[src/rtl/nios_system_sine_streamer.sv]
// DDS-style sequencer in front of the sine ROM: steps a phase accumulator, reads the ROM
// and streams a packet of samples out on an Avalon-ST source through a small FIFO.
module nios_system_sine_streamer #(
    parameter int ADDR_W     = 10,
    parameter int DATA_W     = 32,
    parameter int FIFO_DEPTH = 4
) (
    input  logic              clk,
    input  logic              reset,
    input  logic              start,
    input  logic [31:0]       phase_inc,
    input  logic [31:0]       phase_offset,
    input  logic [15:0]       num_samples,
    output logic              busy,
    output logic              done,
    output logic [ADDR_W-1:0] rom_address,
    output logic              rom_chipselect,
    output logic              rom_clken,
    input  logic [DATA_W-1:0] rom_readdata,
    output logic [DATA_W-1:0] src_data,
    output logic              src_valid,
    input  logic              src_ready,
    output logic              src_startofpacket,
    output logic              src_endofpacket
);
    localparam int PTR_W = (FIFO_DEPTH > 1) ? $clog2(FIFO_DEPTH) : 1;
    localparam int CNT_W = $clog2(FIFO_DEPTH + 1);
    localparam logic [CNT_W-1:0] FULL   = CNT_W'(FIFO_DEPTH);
    localparam logic [CNT_W:0]   CREDIT = (CNT_W+1)'(FIFO_DEPTH - 2);

    typedef enum logic [1:0] {IDLE, RUN, DRAIN} state_t;

    state_t            state_q, state_d;
    logic [31:0]       phase_q, phase_d;
    logic [31:0]       inc_q, inc_d;
    logic [15:0]       num_q, num_d;
    logic [15:0]       issued_q, issued_d;
    logic              tag_valid_q, tag_valid_d;
    logic              tag_sop_q, tag_sop_d;
    logic              tag_eop_q, tag_eop_d;

    logic [DATA_W+1:0] fifo_mem_q [FIFO_DEPTH];
    logic [PTR_W-1:0]  rd_ptr_q, wr_ptr_q;
    logic [CNT_W-1:0]  count_q;
    logic [CNT_W:0]    occupancy;
    logic [DATA_W+1:0] head;
    logic              issue, push, pop, fifo_empty;

    function automatic logic [PTR_W-1:0] next_ptr(input logic [PTR_W-1:0] p);
        return (p == PTR_W'(FIFO_DEPTH - 1)) ? '0 : p + PTR_W'(1);
    endfunction

    // Credit uses registered occupancy only, so one slot stays free for the read in flight.
    assign occupancy  = {1'b0, count_q} + {{CNT_W{1'b0}}, tag_valid_q};
    assign fifo_empty = (count_q == '0);
    assign push       = tag_valid_q;
    assign pop        = !fifo_empty && src_ready;
    assign head       = fifo_mem_q[rd_ptr_q];

    always_comb begin
        state_d     = state_q;
        phase_d     = phase_q;
        inc_d       = inc_q;
        num_d       = num_q;
        issued_d    = issued_q;
        tag_valid_d = 1'b0;
        tag_sop_d   = 1'b0;
        tag_eop_d   = 1'b0;
        issue       = 1'b0;
        done        = 1'b0;
        case (state_q)
            IDLE: begin
                if (start && num_samples != 16'd0) begin
                    state_d  = RUN;
                    phase_d  = phase_offset;
                    inc_d    = phase_inc;
                    num_d    = num_samples;
                    issued_d = 16'd0;
                end
            end
            RUN: begin
                if (occupancy <= CREDIT) begin
                    issue       = 1'b1;
                    phase_d     = phase_q + inc_q;
                    issued_d    = issued_q + 16'd1;
                    tag_valid_d = 1'b1;
                    tag_sop_d   = (issued_q == 16'd0);
                    tag_eop_d   = (issued_q == num_q - 16'd1);
                    if (issued_q == num_q - 16'd1) begin
                        state_d = DRAIN;
                    end
                end
            end
            DRAIN: begin
                if (fifo_empty && !tag_valid_q) begin
                    state_d = IDLE;
                    done    = 1'b1;
                end
            end
            default: state_d = IDLE;
        endcase
    end

    always_ff @(posedge clk) begin
        if (reset) begin
            state_q <= IDLE;
        end else begin
            state_q <= state_d;
        end
    end

    always_ff @(posedge clk) begin
        if (reset) begin
            phase_q     <= '0;
            inc_q       <= '0;
            num_q       <= '0;
            issued_q    <= '0;
            tag_valid_q <= 1'b0;
            tag_sop_q   <= 1'b0;
            tag_eop_q   <= 1'b0;
        end else begin
            phase_q     <= phase_d;
            inc_q       <= inc_d;
            num_q       <= num_d;
            issued_q    <= issued_d;
            tag_valid_q <= tag_valid_d;
            tag_sop_q   <= tag_sop_d;
            tag_eop_q   <= tag_eop_d;
        end
    end

    always_ff @(posedge clk) begin
        if (reset) begin
            rd_ptr_q <= '0;
            wr_ptr_q <= '0;
            count_q  <= '0;
        end else begin
            if (push) wr_ptr_q <= next_ptr(wr_ptr_q);
            if (pop)  rd_ptr_q <= next_ptr(rd_ptr_q);
            if (push && !pop) begin
                count_q <= count_q + CNT_W'(1);
            end else if (pop && !push) begin
                count_q <= count_q - CNT_W'(1);
            end
        end
    end

    // Storage needs no reset: the head is masked whenever the FIFO is empty.
    always_ff @(posedge clk) begin
        if (push) begin
            fifo_mem_q[wr_ptr_q] <= {tag_sop_q, tag_eop_q, rom_readdata};
        end
        if (!reset) begin
            assert (!(push && !pop && count_q == FULL));
        end
    end

    assign busy              = (state_q != IDLE) && !done;
    assign rom_address       = phase_q[31 -: ADDR_W];
    assign rom_chipselect    = issue;
    assign rom_clken         = 1'b1;
    assign src_valid         = !fifo_empty;
    assign src_data          = src_valid ? head[DATA_W-1:0] : '0;
    assign src_startofpacket = src_valid && head[DATA_W+1];
    assign src_endofpacket   = src_valid && head[DATA_W];
endmodule

[config.mk]
export PLATFORM = sky130hd
export DESIGN_NAME = nios_system_sine_streamer
export DESIGN_NICKNAME = d
export VERILOG_FILES = /design/src/rtl/nios_system_sine_streamer.sv
export SDC_FILE = /design/constraint.sdc
export NUM_CORES = 1
export LEC_CHECK = 0
export BUFFER_PORTS_ARGS = -buffer_cell sky130_fd_sc_hd__clkbuf_2
export CAP_MARGIN = 20
export CORE_MARGIN = 2
export CORE_UTILIZATION = 55
export CTS_CLUSTER_SIZE = 8
export DETAILED_ROUTE_END_ITERATION = 6
export GPL_TIMING_DRIVEN = 1
export PLACE_DENSITY_LB_ADDON = 0.08
export SLEW_MARGIN = 20
export SYNTH_ARGS = -nofsm -noshare
export SYNTH_HDL_FRONTEND = slang
export SYNTH_SLANG_ARGS = --single-unit
[constraint.sdc]
create_clock -name clk -period 4.1 [get_ports clk]
set_input_delay 0.205 -clock clk [delete_from_list [all_inputs] [get_ports clk]]
set_output_delay 0.205 -clock clk [all_outputs]
set_load 0.05 [all_outputs]
# Yosys cells after proc, flatten, opt, wreduce, memory -nomap -nowiden
# Memory sizes are Yosys's and may differ from the RTL's. A register that Yosys moved wholly into a read port is not among the register bits.
# Cells that the tools add are included.
[word_totals]
regBits = 108
output_inout_bits = 49
mem_count = 1
wordCells = 79
ramBits = 136
[classes]
n_bitwise = 2
magnitude_cmp = 1
n_eq_ne = 9
muxes = 24
n_reduce_logical = 23
addsub = 8
[mem_list]
columns = ["name", "words", "width", "read_ports", "rd_clocked_by_memory_dff", "write_ports", "line", "source"]
rows = [
  ["fifo_mem_q", 4, 34, 1, 1, 1, "42", "logic [DATA_W+1:0] fifo_mem_q [FIFO_DEPTH];"],
]
[op_table]
columns = ["op", "count"]
rows = [
  ["32-bit 2-to-1 mux", 3],
  ["32-bit case mux with 2 select lines", 1],
  ["32-bit adder", 1],
  ["16-bit 2-to-1 mux", 2],
  ["16-bit case mux with 2 select lines", 1],
  ["16-bit by 1-bit adder with 16-bit output (second input constant)", 1],
  ["16-bit equality test", 1],
  ["16-bit logical NOT", 1],
  ["2-bit 2-to-1 mux", 8],
  ["16-bit nonzero test", 1],
  ["16-bit by 1-bit subtractor with 16-bit output (second input constant)", 1],
  ["1-bit logical AND", 8],
  ["2-bit inequality test (second input constant)", 4],
  ["2-bit equality test (second input constant)", 3],
  ["1-bit 2-to-1 mux", 6],
  ["3-bit 2-to-1 mux", 2],
  ["2-bit case mux with 3 select lines", 1],
  ["2-bit nonzero test", 3],
  ["2-bit by 1-bit adder with 2-bit output (second input constant)", 2],
  ["3-bit by 1-bit adder with 4-bit output", 1],
  ["4-bit by 2-bit <= comparator with 1-bit output (second input constant)", 1],
  ["1-bit logical NOT", 4],
  ["4-bit AND reduction", 1],
  ["3-bit by 1-bit adder with 3-bit output (second input constant)", 1],
  ["8 further kinds", 9],
]

# Depth between registers and ports, before layout
[logic_depth]
word_depth = 6
depth_mapped = 11
depth_no_buf = 11

# Worst setup path after synthesis
# Ideal clock, no wire load.
[synth_timing]
path_kind = "register to register"
from = "register phase_q[0]"
to = "register phase_q[30]"
n_path_buf = 0
arrival_time_ns = 2.556
setup_ns = 0.079
required_time_ns = 4.021
period_less_slack_ns = 2.635
stages_incl_launch_ff = 12
path_slack_ns = 1.465
cell_sequence = "dfxtp_1 ha_1 inv_1 fa_1 nand2b_1 a2111oi_2 o21ai_1 a31oi_2 nor4b_2 a211oi_1 or4_1 o211ai_1"
[synth_between]
elab_chain_cells = 3
[synth_rtl]
columns = ["item", "line", "source"]
rows = [
  ["start, declared", "34", "logic [31:0] phase_q, phase_d;"],
  ["start signal, assigned", "122", "phase_q <= phase_d;"],
  ["32-bit adder", "84", "phase_d = phase_q + inc_q;"],
  ["32-bit 2-to-1 mux", "82", "if (occupancy <= CREDIT) begin"],
  ["32-bit case mux with 2 select lines", "71", "case (state_q)"],
]
# Every way passes these cells. The select of a mux whose other input is x is not followed.
# A chain may end at the register's enable or synchronous reset.

# Worst setup path after layout
[layout_timing]
from = "register tag_valid_q, in the netlist push"
to = "output port rom_chipselect"
[layout_between]
elab_chain_cells = 4
[layout_rtl]
columns = ["item", "line", "source"]
rows = [
  ["start, declared", "38", "logic tag_valid_q, tag_valid_d;"],
  ["start signal, assigned", "126", "tag_valid_q <= tag_valid_d;"],
  ["3-bit by 1-bit adder with 4-bit output", "54", "assign occupancy = {1'b0, count_q} + {{CNT_W{1'b0}}, tag_valid_q};"],
  ["4-bit by 2-bit <= comparator with 1-bit output", "82", ""],
  ["1-bit 2-to-1 mux", "82", ""],
  ["1-bit 2-to-1 mux", "-", ""],
  ["end, declared", "17", "output logic rom_chipselect,"],
]
# Every way passes these cells.

==> impl_results.md <==
* Worst r2r src: push$_SDFF_PP0_
* Synth unique cells at 77
* Rel. slew slack at 0.370
* Ant. Diodes at 0
* Clk sinks at 246
* Die Ht at around 150 microns
* Synth area leaders: edfxtp_1 (34%), dfxtp_1 (19%), mux4_2 (6.4%)
* CP max-delay cell: dfxtp_1
* Pint at 5.22 mW
* Root Driver: clkbuf_16
* Top cell type's share of synthesized area at 0.343
* CP startpoint kind: flip-flop
* Yosys synthesis warning count at 0
* Number of global-route vias before repair at just over 9000
* Post-synth EDFFs at around 140
* Combinational Power Share at 0.309
* Setup repair after global routing missed its margin: false
* Port Buffers at 163
* WL final at 28200 microns
* Clock Path Buffers at 3
* Drt pass-1 iters at 5
* Endpoint, Worst Hold: phase_q[19]$_SDFFE_PP0P_
* Tcrit/Tclk final at 0.770
* Fin Hold WS at 0.0242 ns
* Hold-fix buffers, CTS at 95
* CP dominant cell by count: ha_1
* Routability Congestion at 0.895
* Status: finished, final reports clean
* Worst Setup End Kind: output port
* Synthesized Nets at around 1300
* Syn Inst Count at between 1000 and 1500
* DP Wirelength at 17800 microns
* Asr flop ratio synth at 0
* WL/cell at 17.4 microns
* Worst Path Max Fanout at 17
* Clk_skew at 0.0112 ns
* PostCTS Resize Cnt at 0
* Largest net degree at the start of global routing at between 80 and 90
* Max-slew violations at 0
* Syn Std Cell Area at 0.0119 sq mm
* # IOs at around 170
* WS Path Type: flip-flop to output port
* Global Route Usage Sum at 0.253
* Worst-Skew Late Latency at 0.50 ns
* Antenna viol nets, final at 0
* WHS Path Cells at 3
* Slew @ Worst Pin at 0.945 ns
* Cell taking the most area after synthesis: edfxtp_1
* WP data required at 3.89 ns
* H-tree depth at 2
* Core footprint at 0.0212 sq mm
* Total power at 7.95 mW
* Commonest cells in the netlist: nand2_1 (166), edfxtp_1 (136), dfxtp_1 (110)
* Final hold violations at 0
* First-pass GRT wire length at 45400 microns
* Grt ovf at 0
* CTS clock-pin slew for the worst setup and hold paths at 0.05 ns
* Worst reg-to-reg setup slack at 1.00 ns
* Min cycle time layout at between 3 and 4 ns
* Leakage at 5.72 nW
* Pwr Density at about 540 mW/mm^2
* Top achievable clock speed at about 320 MHz
* Switching Share at 0.344
* Setup violators final at 0
* Area Growth Syn to Fin at 24.1%
* Crit-path max cell delay at 0.49 ns
* Final WS setup at 0.941 ns
* Clock share of power at 0.323
* DR DRC count at 0
* Via count at 9100
* Register Area at 0.00629 sq mm
* Sum Neg Setup Slack at 0 ns
* Psw at ~2.7 mW
* Reg2Reg Capture Point: phase_q[29]$_SDFFE_PP0P_
* Nets at 1493
* Maximum VDD drop at 0.000268 V
* Die width at 151 microns
* Top FF cell, synth: edfxtp_1
* Hold Crit Start: phase_offset[19]
* Multi-input gate area at 0.00523 sq mm
* FF-to-FF path depth at 9
* CTS tree: built
* Vias per cell at 5.62
* Hold Crit Class: input pin to flip-flop
* Pre-CTS WS at 1.03 ns
* First-iteration detailed-routing DRC count at between 400 and 500
* Flop pwr share at 0.367
* #FFs+latches synth at 246
* Setup Buffers After CTS at 0
* Worst EP arrival at a little under 3 ns
* Clock buffers created by TritonCTS at 36
* Cell with the most instances after synthesis: nand2_1
* FP Rows at 53
* Final-layout fill cell count at 1568
* Die area at 0.0228 sq mm
* Maxcap violations at 0
* Post-Syn Area per Cell at 10.8 sq um
* Sequential-to-total area share from yosys stat at 0.528
* Initial antenna violation count at 0
* Share of layout cells above drive strength 1 at 0.204
* Initial Util at 0.562
* CP Cell Sequence: ha_1, ha_1, and2_0, or3_1, inv_1, clkbuf_2
stage by stage:
step | cells | cell area [sq um] | utilization
after detailed placement | 1475 | 12800 | 0.607
final | 1620 | 14800 | 0.698
after CTS | 1620 | 14800 | 0.698
after global placement | 1475 | 12800 | 0.607
after global routing | 1620 | 14800 | 0.698
after floorplan | 1099 | 11900 | -
power by group through the flow:
stage               clock (mW)  combinational, mW  sequential, mW
floorplan                    0               1.90            2.91
global placement             0               2.37            2.96
detailed placement           0               2.39            2.97
CTS                       2.62               2.47            2.92
global route              2.74               2.67            2.94
finish                    2.57               2.46            2.92
registers in the layout, summed over array words and instances, names as in the netlist, named ones only:
| name | flops |
|---|---|
| count_q | 3 |
| fifo_mem_q | 136 |
| inc_q | 32 |
| issued_q | 16 |
| num_q | 16 |
| phase_q | 32 |
| push | 1 |
| rd_ptr_q | 2 |
| state_q | 2 |
| tag_eop_q | 1 |
| tag_sop_q | 1 |
| wr_ptr_q | 2 |
final cells by class:
| cell class | instances | area share |
|---|---|---|
| Clock buffer | 48 | 0.0641 |
| Inverter | 24 | 0.00610 |
| Clock inverter | 2 | 0.00169 |
| Tap cell | 275 | 0.0233 |
| Sequential cell | 246 | 0.426 |
| Multi-Input combinational cell | 756 | 0.354 |
| Timing Repair Buffer | 269 | 0.125 |
worst max-delay path by stage:
| stage | start | endpoint | slack, ns |
|---|---|---|---|
| 2_1_floorplan | phase_q[0]$_SDFFE_PP0P_ | phase_q[30]$_SDFFE_PP0P_ | 1.46 |
| 3_3_place_gp | push$_SDFF_PP0_ | phase_q[29]$_SDFFE_PP0P_ | 1.11 |
| 3_5_place_dp | push$_SDFF_PP0_ | phase_q[29]$_SDFFE_PP0P_ | 1.03 |
| 4_1_cts | push$_SDFF_PP0_ | rom_chipselect | 0.94 |
| 5_1_grt | push$_SDFF_PP0_ | phase_q[29]$_SDFFE_PP0P_ | 0.73 |
| 6_report | push$_SDFF_PP0_ | rom_chipselect | 0.94 |
worst max-delay path, delay by kind of cell, from the launching register on:
family,cells,cell delay [ns]
adders and majority gates,2,0.45
buffers and inverters,2,0.88
DFF,1,0.49
and+or+nand+nor,2,0.63
routing by layer:
layer,routed length (microns),up-vias,part of all wire,track usage
li1,-,4482,-,-
met1,11800,4289,0.42,0.314
met2,13800,273,0.49,0.447
met3,1860,56,0.066,0.0515
met4,668,0,0.024,0.0766
met5,0,-,0,0
placed cells by master (no fill, tap or decap), types with 6 or more instances in the layout:
cell type	synthesis	layout
a211oi_1	10	10
a21o_1	16	16
a21oi_1	109	109
a22oi_1	6	6
a311oi_1	7	7
a31oi_1	6	6
and2_1	39	36
and3_1	8	8
buf_4	11	11
clkbuf_1	47	12
clkbuf_16	0	36
clkbuf_2	0	163
dfxtp_1	110	109
dlygate4sd3_1	0	95
edfxtp_1	136	136
ha_1	42	42
inv_1	24	24
mux4_2	34	34
nand2_1	166	166
nand2b_1	6	6
nand3_1	12	12
nand4_1	17	17
nor2_1	58	57
nor3_1	9	9
nor4_1	13	13
o21ai_0	40	40
o21ai_1	8	8
o22ai_1	10	10
or3_1	11	11
xnor2_1	21	21
xor2_1	27	27
cell families (layout without fill, tap and decap cells):
| logic type | count (synthesis) | count (layout) | synth area share |
|---|---|---|---|
| XOR/XNOR | 48 | 48 | 0.0353 |
| flip-flops | 246 | 246 | 0.528 |
| AND/OR/NAND/NOR | 374 | 374 | 0.154 |
| AO/OA/AOI/OAI | 249 | 249 | 0.130 |
| adder cells (fa/ha/maj) | 44 | 44 | 0.0475 |
| buffers and inverters | 97 | 343 | 0.0350 |
| multiplexers | 40 | 40 | 0.0695 |
| other | 1 | 1 | 0.000315 |
(Power assumes the default switching activity.)
